### src/rtl/rr_arbiter_8to3_if.sv
// rtl/rr_arbiter_8to3_if.sv - request/grant bundle between requesters and the 8:3 arbiter
interface rr_arbiter_8to3_if;
    logic [7:0] req;
    logic [2:0] grant_idx;
    logic       grant_valid;
    logic       grant_start;

    // requester side: drives requests, observes the grant
    modport master (
        output req,
        input  grant_idx,
        input  grant_valid,
        input  grant_start
    );

    // arbiter side
    modport slave (
        input  req,
        output grant_idx,
        output grant_valid,
        output grant_start
    );
endinterface

### src/rtl/rr_arbiter_8to3.sv
// rtl/rr_arbiter_8to3.sv - registered round-robin arbiter, 8 requests to a 3-bit grant index
module rr_arbiter_8to3 #(
    parameter int MAX_HOLD = 4
) (
    input  logic               clk,
    input  logic               rst,
    rr_arbiter_8to3_if.slave   bus
);
    // hold counter must be able to reach MAX_HOLD; keep at least one bit for the unlimited case
    localparam int HCW = (MAX_HOLD < 1) ? 1 : $clog2(MAX_HOLD + 1);

    typedef enum logic {IDLE, GRANT} state_t;

    state_t           r_state;
    logic [2:0]       r_ptr;
    logic [2:0]       r_grant_idx;
    logic             r_grant_valid;
    logic             r_grant_start;
    logic [HCW-1:0]   r_hold_cnt;

    logic [2:0]       w_winner;
    logic [2:0]       w_cand;
    logic             w_any;
    logic             w_hold_limit;
    logic             w_release;

    // cyclic priority search starting at r_ptr; scanning downward lets the closest index win last
    always_comb begin
        w_winner = r_ptr;
        w_cand   = '0;
        for (int i = 7; i >= 0; i--) begin
            w_cand = r_ptr + 3'(i);
            if (bus.req[w_cand]) begin
                w_winner = w_cand;
            end
        end
    end

    // release when the holder drops its request or has used up its hold allowance
    always_comb begin
        w_any        = |bus.req;
        w_hold_limit = (MAX_HOLD != 0) && (r_hold_cnt == HCW'(MAX_HOLD));
        w_release    = !bus.req[r_grant_idx] || w_hold_limit;
    end

    // grant state machine: idle, new grant, hold, handoff; all outputs registered
    always_ff @(posedge clk) begin
        if (rst) begin
            r_state       <= IDLE;
            r_ptr         <= '0;
            r_grant_idx   <= '0;
            r_grant_valid <= 1'b0;
            r_grant_start <= 1'b0;
            r_hold_cnt    <= '0;
        end else begin
            case (r_state)
                IDLE: begin
                    if (w_any) begin
                        r_state       <= GRANT;
                        r_grant_idx   <= w_winner;
                        r_grant_valid <= 1'b1;
                        r_grant_start <= 1'b1;
                        r_ptr         <= w_winner + 3'd1;
                        r_hold_cnt    <= HCW'(1);
                    end else begin
                        r_grant_start <= 1'b0;
                    end
                end
                GRANT: begin
                    if (!w_release) begin
                        r_grant_start <= 1'b0;
                        if (r_hold_cnt != {HCW{1'b1}}) begin
                            r_hold_cnt <= r_hold_cnt + HCW'(1);
                        end
                    end else if (w_any) begin
                        // handoff without an idle bubble; may re-grant the same requester
                        r_grant_idx   <= w_winner;
                        r_grant_valid <= 1'b1;
                        r_grant_start <= 1'b1;
                        r_ptr         <= w_winner + 3'd1;
                        r_hold_cnt    <= HCW'(1);
                    end else begin
                        r_state       <= IDLE;
                        r_grant_valid <= 1'b0;
                        r_grant_start <= 1'b0;
                    end
                end
                default: begin
                    r_state <= IDLE;
                end
            endcase
        end
    end

    assign bus.grant_idx   = r_grant_idx;
    assign bus.grant_valid = r_grant_valid;
    assign bus.grant_start = r_grant_start;

endmodule

### src/flat_wrapper.sv
// flat-port wrapper written by rule: the top's interface ports become plain ports
module rr_arbiter_8to3_flat 
#(
    parameter int MAX_HOLD = 4
)
  (clk, rst, bus_req, bus_grant_idx, bus_grant_valid, bus_grant_start);
  rr_arbiter_8to3_if bus_i ();
  input  logic clk;
  input  logic rst;
  input wire logic [$bits(bus_i.req)-1:0] bus_req;
  output wire logic [$bits(bus_i.grant_idx)-1:0] bus_grant_idx;
  output wire logic [$bits(bus_i.grant_valid)-1:0] bus_grant_valid;
  output wire logic [$bits(bus_i.grant_start)-1:0] bus_grant_start;
  assign bus_i.req = bus_req;
  assign bus_grant_idx = bus_i.grant_idx;
  assign bus_grant_valid = bus_i.grant_valid;
  assign bus_grant_start = bus_i.grant_start;
  rr_arbiter_8to3 #(.MAX_HOLD(MAX_HOLD)) u_core (.clk(clk), .rst(rst), .bus(bus_i));
endmodule
### config.mk
export PLATFORM = sky130hd
export DESIGN_NAME = rr_arbiter_8to3_flat
export DESIGN_NICKNAME = d
export VERILOG_FILES = /design/src/rtl/rr_arbiter_8to3_if.sv /design/src/rtl/rr_arbiter_8to3.sv /design/src/flat_wrapper.sv
export SDC_FILE = /design/constraint.sdc
export NUM_CORES = 1
export LEC_CHECK = 0
export BUFFER_PORTS_ARGS = -buffer_cell sky130_fd_sc_hd__clkbuf_2
export CORE_MARGIN = 5
export CORE_UTILIZATION = 45
export DETAILED_ROUTE_END_ITERATION = 10
export GPL_ROUTABILITY_DRIVEN = 0
export PLACE_DENSITY_LB_ADDON = 0.08
export SLEW_MARGIN = 40
export SYNTH_ARGS = -nofsm -noshare
export SYNTH_HDL_FRONTEND = slang
export SYNTH_SLANG_ARGS = --single-unit
### constraint.sdc
create_clock -name clk -period 7.9 [get_ports clk]
set_input_delay 0.79 -clock clk [delete_from_list [all_inputs] [get_ports clk]]
set_output_delay 0.79 -clock clk [all_outputs]
set_load 0.02 [all_outputs]
==> results.cfg <==
[power_and_ir_drop]
cell_internal_pwr_uw = 319
switching_share_pct = 50.6
p_per_area_nw_per_um2 = 423
total_power_uw = 646
vdd.ir_drop.worst_mv = 0.180
share_clk_of_total_power_pct = 5.5
static-leakage-power_uw = 0.000564
seq_power_share_pct = 18.4
pwr-share-comb_pct = 76.1
p_switching_uw = 327

[worst_setup_path]
cp_data_arrival_time_ns = 4.22
worstRegToRegCells = 12
worstSetupStartpoint = u_core.r_ptr[1]
worst_setup_path_start_kind = flop
setup.worst_path.class = reg -> reg
required_time_of_the_critical_path_ns = 8.07
timing.critical_path.to = u_core.r_ptr[2]
setup.reg_to_reg.worst_slack_ns = 3.84
path_max_fanout = 16
critPathMostFrequentCell = sky130_fd_sc_hd__ha_1
r2r-start = u_core.r_ptr[1]
slowest_delay_ns = 0.72
worst_r2r_endpoint = u_core.r_ptr[2]
critical_path_cell_by_cell = clkinv_1 -> ha_1 -> mux4_2 -> and2_1 -> a2111oi_0 -> a31oi_1 -> o31ai_2 -> nand2_1 -> ha_1 -> nor2_1 -> o211ai_1 -> o311ai_1
cp_slowest_cell = sky130_fd_sc_hd__dfxtp_1
timing.critical_path.to_type = flop

[drt]
routed_wire_length_per_instance_um = 17.7
drt_pre_antenna_iters = 4
avgViaCountPerCell = 6.43
postRouteWirelength_um = 3670
detail_route.drc_violations = 0
vias = 1330
final_ant_viol_nets = 0
first_iter_violations = 135

[layout]
drive_gt1_share_pct = 26.4
num_antenna_cells = 0
layout.core_utilization_pct = 49.7
num-nets-final = 181
flow.area_growth_from_synthesis_pct = 5.35

[grt]
grt_max_degree = 17
grt_first_pass_wirelength_um = 6040
number_of_antenna_violations_at_the_first_check_in_global_routing = 0
groute.usage.overall_pct = 17.7
grt_overflow_total = 0
grt_pass1_vias = 1228

[min_path]
holdCritPathClass = reg -> reg
whs_path_depth = 2

[yosys]
synth_seq_cells = 12
part_of_the_yosys_area_used_for_sequential_elements_pct = 16.6
synth.cell_area_sq_um = 1450
synth_async_reset_ratio_pct = 0
number_of_cells_produced_by_synthesis = 155
synthesis.area_per_instance_sq_um = 9.36
ys_warn_count = 0
ys_types = 53
synth.net_count = 171
synth_flop_cell = sky130_fd_sc_hd__dfxtp_1
synth-edff-count = 0

[sta]
setup_ws_ns = 3.84
worst_pin_slew_ns = 0.758
finalSetupTns_ns = 0
slew_headroom_pct = 49.4
timing.fmax_ghz = 0.247
rsz0062_at_grt = no
finalCritPeriodShare_pct = 51.3
finalHoldViolCount = 0
min_period_ns = 4.06
final.setup_skew_ns = 0.00364
setup_violating_endpoint_count_in_the_final_report = 0
report.final.slew_viol_count = 0

[placement]
place_ws_ns = 3.91
hpwlAfterDp_um = 2840
port_buffers = 14

[run]
cap_violations = 0

[floorplan]
row_count = 20
total_die_area_sq_um = 4460
die_h_um = 66.8
die_width_um = 66.8
initial_utilization_pct = 47.2
coreArea_sq_um = 3080
io_pins = 15

[cts]
post-cts-setup-buffer-count = 0
worst_skew_pair.late_latency_ns = 0.26
clock_sink_count = 12
htree_num_levels = 1
path_clk_slew_ns = 0.07
cts_hold_buf = 0
clock_path_buffers = 2
tritoncts = yes
postCtsResizedCells = 0
cts-buffers-inserted = 3
ctsRootBufferMaster = sky130_fd_sc_hd__clkbuf_4

[outcome]
run_status = completed
==> critical path: cells and delay by family (launching register included) <==
| family | cells | cell delay (ns) |
|---|---|---|
| compound gates | 5 | 1.01 |
| flops | 1 | 0.72 |
| buf+inv | 1 | 0.40 |
| mux | 1 | 0.64 |
| simple gates | 3 | 0.39 |
| fa+ha+maj | 2 | 0.78 |
==> sequential cells by signal (all words and copies together) (netlist names) <==
signal / count
u_core.r_hold_cnt: 3
u_core.bus.grant_valid: 1
u_core.bus.grant_start: 1
u_core.r_ptr: 3
u_core.r_state: 1
u_core.bus.grant_idx: 3
==> worst min-delay path by stage <==
stage                                start                      to  slack, ns
global route          u_core.r_hold_cnt[0]    u_core.r_hold_cnt[0]       0.54
global placement    u_core.bus.grant_valid  u_core.bus.grant_valid       0.47
detailed placement  u_core.bus.grant_valid  u_core.bus.grant_valid       0.49
CTS                 u_core.bus.grant_valid  u_core.bus.grant_valid       0.51
finish              u_core.bus.grant_valid  u_core.bus.grant_valid       0.50
floorplan             u_core.r_hold_cnt[0]    u_core.r_hold_cnt[0]       0.46
==> layout by cell type (no fill, tap or decap), types with 3 or more instances in the layout <==
| cell type | n |
|---|---|
| sky130_fd_sc_hd__dfxtp_1 | 12 |
| sky130_fd_sc_hd__ha_1 | 6 |
| sky130_fd_sc_hd__inv_1 | 8 |
| sky130_fd_sc_hd__mux2i_1 | 5 |
| sky130_fd_sc_hd__a21oi_1 | 7 |
| sky130_fd_sc_hd__xnor2_1 | 4 |
| sky130_fd_sc_hd__clkbuf_2 | 14 |
| sky130_fd_sc_hd__nor2_1 | 18 |
| sky130_fd_sc_hd__nor3_1 | 3 |
| sky130_fd_sc_hd__clkbuf_4 | 3 |
| sky130_fd_sc_hd__a31oi_1 | 4 |
| sky130_fd_sc_hd__nand2b_1 | 4 |
| sky130_fd_sc_hd__mux2_2 | 4 |
| sky130_fd_sc_hd__a211oi_1 | 3 |
| sky130_fd_sc_hd__nand2_1 | 10 |
| sky130_fd_sc_hd__mux4_2 | 11 |
| sky130_fd_sc_hd__o211ai_1 | 6 |
==> routing by layer <==
| layer | track usage (%) | wire length [um] |
|---|---|---|
| met5 | 0 | 0 |
| met2 | 27.8 | 1680 |
| met1 | 24.8 | 1730 |
| met3 | 3.04 | 201 |
| met4 | 5.08 | 62 |
==> Yosys cell counts, drive strengths merged (2+ instances only) <==
cell / n / share of area [%]
nand2: 10 / 2.6
mux2: 6 / 5.2
nand3: 2 / 0.69
dfxtp: 12 / 17
ha: 6 / 5.2
buf: 7 / 4.3
nor3: 3 / 1.0
a211oi: 3 / 1.6
a221oi: 2 / 1.6
nand2b: 4 / 1.7
a21oi: 7 / 2.4
a31oi: 4 / 1.7
a21o: 2 / 1.0
a22oi: 2 / 1.0
or4: 2 / 1.0
inv: 8 / 2.1
a2bb2oi: 2 / 1.2
a2111oi: 2 / 2.5
xnor2: 5 / 3.5
nor2: 19 / 5.1
mux4: 11 / 17
clkinv: 2 / 0.52
clkbuf: 2 / 0.52
o311ai: 3 / 1.8
o211ai: 6 / 3.1
mux2i: 7 / 5.9
==> power by group through the flow <==
stage               clock network (uW)  registers, uW  logic (uW)
CTS                               38.2            118         490
finish                            35.3            119         492
global route                      41.8            123         538
floorplan                            0            102         429
global placement                     0            119         482
detailed placement                   0            119         486
==> logic make-up (layout without fill, tap and decap cells) <==
| group | Yosys count | after routing | share of synthesized area (%) |
|---|---|---|---|
| simple gates | 47 | 47 | 15.3 |
| compound gates | 42 | 42 | 23.9 |
| mux | 24 | 24 | 28.2 |
| buf+inv | 19 | 27 | 7.41 |
| flops | 12 | 12 | 16.6 |
| fa+ha+maj | 6 | 6 | 5.17 |
| xor+xnor | 5 | 5 | 3.53 |
==> cell type report <==
type	instances	area, sq um
clock buffer	3	22.5
tap	44	55.1
timing repair buffer	14	70.1
fill	309	1550
multi-input combinational	124	1100
inverter	10	37.5
sequential	12	240
==> stage by stage <==
step	instances	area (sq um)	hold WS [ns]
finish	207	1530	0.501
global route	207	1530	0.539
CTS	207	1530	0.510
detailed placement	204	1510	0.493
global placement	204	1510	0.466
floorplan	155	1450	0.464
Power figures use the tool's default switching activity.
